===== config.mk =====
export PLATFORM = sky130hd
export DESIGN_NAME = volume
export DESIGN_NICKNAME = d
export VERILOG_FILES = /design/src/rtl/volume.sv
export SDC_FILE = /design/constraint.sdc
export NUM_CORES = 1
export LEC_CHECK = 0
export BUFFER_PORTS_ARGS = -buffer_cell sky130_fd_sc_hd__buf_2
export CORE_ASPECT_RATIO = 1.2
export CORE_MARGIN = 5
export CORE_UTILIZATION = 50
export CTS_BUF_LIST = sky130_fd_sc_hd__clkbuf_8
export CTS_CLUSTER_DIAMETER = 80
export DETAILED_ROUTE_END_ITERATION = 10
export GPL_ROUTABILITY_DRIVEN = 0
export GPL_TIMING_DRIVEN = 0
export PLACE_DENSITY = 0.9
export REMOVE_ABC_BUFFERS = 1
export SYNTH_ARGS = -nofsm -noshare
export SYNTH_HDL_FRONTEND = slang
export SYNTH_SLANG_ARGS = --single-unit

===== constraint.sdc =====
create_clock -name clk_i -period 2.1 [get_ports clk_i]
set_clock_uncertainty 0.05 [all_clocks]
set_input_delay 0.42 -clock clk_i [delete_from_list [all_inputs] [get_ports clk_i]]
set_output_delay 0.42 -clock clk_i [all_outputs]
set_load 0.01 [all_outputs]

===== src/rtl/volume.sv =====
// Mono PCM attenuator: registered right-shift level stepped by level-sensitive up/down controls.
// Zero-cycle sample path (sound_o is combinational), level changes one step per clock, no backpressure.
module volume #(
    parameter int width_p         = 24,
    parameter int max_shift_p     = 7,
    parameter int min_dec_shift_p = 1,
    parameter int level_width_p   = 8
) (
    input  logic               clk_i,
    input  logic               reset_i,
    input  logic [width_p-1:0] sound_i,
    input  logic               up_i,
    input  logic               down_i,
    output logic [width_p-1:0] sound_o
);

    localparam logic [level_width_p-1:0] level_max_lp = level_width_p'(max_shift_p);
    localparam logic [level_width_p-1:0] level_min_lp = level_width_p'(min_dec_shift_p);
    localparam logic [level_width_p-1:0] level_one_lp = level_width_p'(1);

    logic [level_width_p-1:0] level_q;
    logic [level_width_p-1:0] level_d;

    always_comb begin
        level_d = level_q;
        case ({up_i, down_i})
            2'b10: begin
                if (level_q < level_max_lp) begin
                    level_d = level_q + level_one_lp;
                end
            end
            // Decrements stop above the floor, so level 0 is only reachable through reset.
            2'b01: begin
                if (level_q > level_min_lp) begin
                    level_d = level_q - level_one_lp;
                end
            end
            default: level_d = level_q;
        endcase
    end

    always_ff @(posedge clk_i or posedge reset_i) begin
        if (reset_i) begin
            level_q <= '0;
        end else begin
            level_q <= level_d;
        end
    end

    assign sound_o = sound_i >> level_q;

endmodule


==> qor.yml, run 1 <==
outcome:
  status: "finished, violations left"
  violations: "negative setup slack"
timing:
  layout_setup_ws_ns: -0.517
  setup_viol: 32
  finalCritPeriodShare_pct: 125
  worst_slew_pin_slew_ns: 0.634
  hold_violations: 0
  maxSlewViolCount: 0
  period_needed_ns: 2.62
  fmax_mhz: 382
  maxSlewHeadroom_pct: 57.4
  rsz0062_at_grt: "true"
logic_synthesis:
  synth_area_um2: 1870
  synth_edf_count: 0
  postSynthCellCount: 209
  avgSynthCellArea_um2: 8.96
  ys_ff_latch: 8
  yosysWarningCount: 0
  yosysUniqueCellTypes: 49
  synth_flop_cell: "dfrtp_1"
  yosysTopAreaCellShare_pct: 20.4
  synth_top_cells_by_area: "mux4_2 (20%), mux2_2 (12%), dfrtp_1 (11%), mux2i_1 (7.5%), nor2_1 (3.4%)"
  synth_area_leader_cell: "mux4_2"
  async_reset_ff_share_pct: 100
  ys_seq_area_share_pct: 10.7
detailed_routing:
  drc: 0
  ant_nets: 0
  dr.pass1.iters: 7
  drt-initial-drc-count: 369
  drt-wirelength-per-cell_um: 24.1
  viasPerCell: 7.31
  vias: 2317
  drt_wl_total_um: 7630
die:
  die_x_um: 65.9
  start_util_pct: 51.5
  die_area_um2: 5070
  coreArea_um2: 3630
  rows: 24
  die_h_um: 77.0
  ios: 52
placement:
  dpl_worst_slack_ns: -1.01
  port-buffer-count: 51
  dp_hpwl_um: 4150
clocking:
  cts_buffer_depth: 2
  cts_made_buffers: 3
  root_buffer: "clkbuf_8"
  postCtsHoldBufs: 0
  clock_latency_ns: 0.23
  cts_tree: "yes"
  clock_sinks: 8
  clk_pin_slew_ns: 0.05
  h-tree-depth: 1
power:
  seq_power_share_pct: 10.6
  power_density_nw_per_um2: 1780
  clock_power_share_pct: 4.0
  p_sw_mw: 2.47
  power_frac_comb_pct: 85.4
  p_sw_share_pct: 51.8
  power_leakage_nw: 1.10
  ir_drop_uv: 634
  p_int_mw: 2.30
  power_mw: 4.77
worst_hold_path:
  min-delay-path-class: "in -> async"
cells_and_area:
  largest_reg_flops: 8
  nets: 297
  final_core_util_pct: 73.6
  drive_gt1_share_pct: 63.8
  mostFrequentLayoutCells: "buf_2 (50), mux4_2 (17), mux2_2 (15)"
  reg.largest.list: "level_q (8)"
  top_register: "level_q"
  diodes: 0
  final_common_cell: "buf_2"
  areaGrowthSynthToFinish_pct: 42.8
critical_path:
  arrival_ns: 2.15
  cp_max_fo: 19
  worst_setup_path_start_kind: "flip-flop"
  cp_slowest_cell: "dfrtp_4"
  max_stage_delay_ns: 0.49
  cp-startpoint: "level_q[0]"
  required_ns: 1.63
  path_cells: "buf_8 -> buf_12 -> mux2i_4 -> o221ai_2 -> a21boi_0 -> o22ai_1 -> buf_2"
  reg2reg_from: "level_q[2]"
  worstSetupPathType: "reg -> out"
  cp-end-kind: "output port"
global_route:
  grt_antenna_before_repair: 0
  grt_pass1_wl_um: 11300
  grt_max_degree: 20
  overflow: 0
  grt_pass1_vias: 2231
  gr-usage-all-layers_pct: 28.4
job:
  maxCapViolCount: 0
## worst max-delay path: cells and delay by family, from the launching register on
kind            cells  cell delay (ns)
flops               1             0.49
compound gates      3             0.59
buf+inv             3             0.53
mux                 1             0.28
## what timing repair did
item / 4_1_cts / 5_1_grt
buffers inserted: 18 / 3
cloned: 1 / 0
gates resized for setup: 51 / 30
endpoints found under the setup margin: 32 / 32
pin swaps: 13 / 6
## synth_stat cells (6+ instances only)
| master | count |
|---|---|
| inv_1 | 6 |
| o22ai_1 | 7 |
| nand2_1 | 14 |
| a22oi_1 | 7 |
| nor2_1 | 17 |
| buf_2 | 8 |
| mux2i_1 | 14 |
| mux4_2 | 17 |
| mux2_2 | 20 |
| clkbuf_1 | 6 |
| dfrtp_1 | 8 |
| nor3_1 | 6 |
| xor2_1 | 6 |
## final timing paths
path	to	slack, ns	cells after the start
max	sound_o[3]	-0.52	7
min	level_q[0]	0.08	2
max reg2reg	level_q[4]	-0.20	7
min reg2reg	level_q[5]	0.61	1
max in group asynchronous	level_q[2]	1.65	2
min in group clk_i	level_q[5]	0.61	1
## area by class of cell
type | instances | area (um^2)
clock buffer | 3 | 41.3
tap | 52 | 65.1
inverter | 7 | 37.5
sequential | 8 | 214
timing repair buffer | 73 | 534
clock inverter | 1 | 3.75
fill | 229 | 960
multi-input combinational | 173 | 1780
## logic make-up after synthesis
group | after synthesis | share of synthesized area [%]
DFF | 8 | 10.7
buffers and inverters | 28 | 7.35
AOI/OAI and AO/OA | 43 | 17.3
muxes | 51 | 39.9
xor gates and xnor gates | 8 | 3.74
adders and majority gates | 3 | 2.00
and+or+nand+nor | 68 | 19.0
## metal layers
| metal | vias to the layer above | wire length [um] | GRT usage (%) |
|---|---|---|---|
| met5 | - | 0 | 0 |
| met4 | 0 | 634 | 15.8 |
| met3 | 77 | 899 | 4.53 |
| met2 | 229 | 3450 | 44.7 |
| met1 | 1081 | 2650 | 36.2 |
| li1 | 930 | - | - |
## power by group through the flow
stage                     registers [mW]  logic (mW)  clock network, mW
after floorplan                    0.585        1.85                  0
after global placement             0.692        2.42                  0
after detailed placement           0.710        2.46                  0
after CTS                          0.463        3.57              0.191
after global routing               0.515        4.24              0.197
final                              0.507        4.07              0.192
## metrics by stage
stage / hold WS (ns) / area [um^2] / setup TNS (ns) / std cells
detailed placement: 0.323 / 2080 / -17.85 / 291
CTS: 0.0802 / 2520 / -7.48 / 314
global route: 0.108 / 2670 / -11.50 / 317
floorplan: 0.186 / 1760 / -18.14 / 188
global placement: 0.306 / 2080 / -30.41 / 291
finish: 0.0838 / 2670 / -10.04 / 317
(Power assumes the default switching activity.)
==> run 2, diff against run 1 <==
Settings changed: CORE_MARGIN 5 to 1.5.
==> qor.yml, run 2 (same netlist as run 1, synthesis figures left out) <==
outcome:
  status: "finished, violations left"
  violations: "negative setup slack"
timing:
  maxSlewViolCount: 0  # unchanged
  layout_setup_ws_ns: -0.518  # -0.00113 ns
  hold_violations: 0  # unchanged
  finalCritPeriodShare_pct: 125  # about the same
  holdWs_ns: 0.0959  # +0.0121 ns
  period_needed_ns: 2.62  # +0.00113 ns
  rsz0062_at_grt: "true"
  setup_viol: 32  # unchanged
  maxSlewHeadroom_pct: 62.0  # +4.6 points
  fmax_mhz: 382  # about the same
  worst_slew_pin_slew_ns: 0.566  # -0.0688 ns
critical_path:
  worst_setup_path_start_kind: "flip-flop"
  worstSetupPathType: "reg -> out"
  r2r_slack_ns: -0.10  # +0.10 ns
  rr_worst_depth: 9  # +2
  reg2reg_from: "level_q[0]"
  cp_max_fo: 17  # -2
  timing.rr.end: "level_q[7]"
  required_ns: 1.63  # about the same
  path_cells: "or3b_2 -> nor2_1 -> a22oi_2 -> o21ai_1 -> buf_2"
  arrival_ns: 2.15  # about the same
  max_stage_delay_ns: 0.63  # +0.14 ns
  cp_slowest_cell: "or3b_2"
  cp-end-kind: "output port"
power:
  power_density_nw_per_um2: 1850  # +3.8%
  p_sw_mw: 2.67  # +8.1%
  clock_power_share_pct: 3.9  # about the same
  p_sw_share_pct: 51.5  # -0.24 points
  power_mw: 5.18  # +8.6%
  power_frac_comb_pct: 85.5  # about the same
  power_leakage_nw: 1.16  # +5.7%
  seq_power_share_pct: 10.6  # about the same
  ir_drop_uv: 683  # +7.7%
  p_int_mw: 2.51  # +9.2%
global_route:
  grt_pass1_wl_um: 11100  # -1.2%
  grt_max_degree: 20  # unchanged
  grt_pass1_vias: 2151  # -3.6%
  grt_antenna_before_repair: 0  # unchanged
  met3_usage_pct: 6.48  # +1.9 points
  gr-usage-all-layers_pct: 34.9  # +6.5 points
  overflow: 0  # unchanged
  busiest_layer: "met2"
  met2_usage_pct: 56.9  # +12 points
  met1_usage_pct: 45.8  # +9.5 points
detailed_routing:
  drt_wl_total_um: 8250  # +8.1%
  drc: 0  # unchanged
  drt-initial-drc-count: 408  # +11%
  drt-wirelength-per-cell_um: 26.6  # +11%
  dr.pass1.iters: 5  # -2
  ant_nets: 0  # unchanged
  viasPerCell: 7.66  # +4.9%
  vias: 2376  # +2.5%
cells_and_area:
  areaGrowthSynthToFinish_pct: 49.4
  mostFrequentLayoutCells: "buf_2 (51), mux4_2 (17), buf_4 (15)"
  regArea_um2: 214  # unchanged
  final_common_cell: "buf_2"
  nets: 303  # +2.0%
  final_core_util_pct: 77.7  # +4.1 points
  fillers: 199  # -13%
  top_register: "level_q"
  diodes: 0  # unchanged
  largest_reg_flops: 8  # unchanged
  fin_cells: 310  # -2.2%
  reg.largest.list: "level_q (8)"
  multiInputGateArea_um2: 1860  # +4.4%
  drive_gt1_share_pct: 67.2  # +3.4 points
die:
  die_h_um: 70.0  # -9.1%
  coreArea_um2: 3600  # -0.83%
  die_area_um2: 4120  # -19%
  ios: 52  # unchanged
  rows: 24  # unchanged
  die_x_um: 58.9  # -11%
  start_util_pct: 52.0  # +0.43 points
clocking:
  clock_latency_ns: 0.24  # about the same
  cts_made_buffers: 3  # unchanged
  cts_buffer_depth: 2  # unchanged
  root_buffer: "clkbuf_8"
  postCtsHoldBufs: 0  # unchanged
  h-tree-depth: 1  # unchanged
  cts_tree: "yes"
  clk_pin_slew_ns: 0.05  # about the same
  clock_sinks: 8  # unchanged
worst_hold_path:
  min-delay-path-class: "in -> async"
placement:
  dp_hpwl_um: 3870  # -6.7%
  dpl.cell_count: 278  # -4.5%
  dpl_worst_slack_ns: -1.02  # -0.00578 ns
  port-buffer-count: 51  # unchanged
job:
  maxCapViolCount: 0  # unchanged
==> run 2: cell count changes in the layout (fill, tap and decap cells not counted), sizes merged <==
cell	previous run	this run
buf	73	77
clkbuf	3	5
==> run 2: power by group through the flow <==
stage	sequential [mW]	clock, mW	combinational [mW]
floorplan	0.585	0	1.85
finish	0.549	0.200	4.43
global route	0.554	0.208	4.56
global placement	0.694	0	2.41
detailed placement	0.709	0	2.43
CTS	0.508	0.188	3.65
==> run 2: worst max path at each step <==
stage | from | end | cells after the start
final | level_q[3] | sound_o[6] | 5
after global routing | level_q[1] | sound_o[0] | 6
after CTS | level_q[1] | sound_o[1] | 7
after detailed placement | level_q[2] | sound_o[5] | 5
after global placement | level_q[0] | sound_o[6] | 5
after floorplan | level_q[0] | sound_o[2] | 4
==> run 2: critical path: cells and delay by family (launching register included) <==
kind | cells | cell delay [ns]
compound gates | 2 | 0.23
flops | 1 | 0.61
buf+inv | 1 | 0.15
simple gates | 2 | 0.91
==> run 2: layout make-up <==
type	instances	share of cell area [%]
Clock buffer	3	1.48
Inverter	7	1.16
Sequential cell	8	7.64
Multi-Input combinational cell	173	66.3
Clock inverter	1	0.134
Timing Repair Buffer	79	21.5
Tap cell	39	1.74
==> run 2: metal layers <==
layer / vias to the layer above / wire [um] / part of all wire (%)
li1: 939 / - / -
met1: 1114 / 2770 / 34
met2: 259 / 3860 / 47
met3: 64 / 1100 / 13
met4: 0 / 521 / 6.3
met5: - / 0 / 0
==> run 2: stage by stage <==
stage / instance area [um^2] / setup TNS, ns
finish: 2800 / -9.93
global route: 2800 / -10.84
CTS: 2560 / -7.33
detailed placement: 2070 / -17.28
global placement: 2070 / -30.57
floorplan: 1760 / -18.14
==> run 2: timing repair <==
action	in CTS	in global routing
gates resized for setup	60	34
cloned	1	1
setup endpoints to repair	32	31
pin swaps	15	10
buffers inserted	19	7
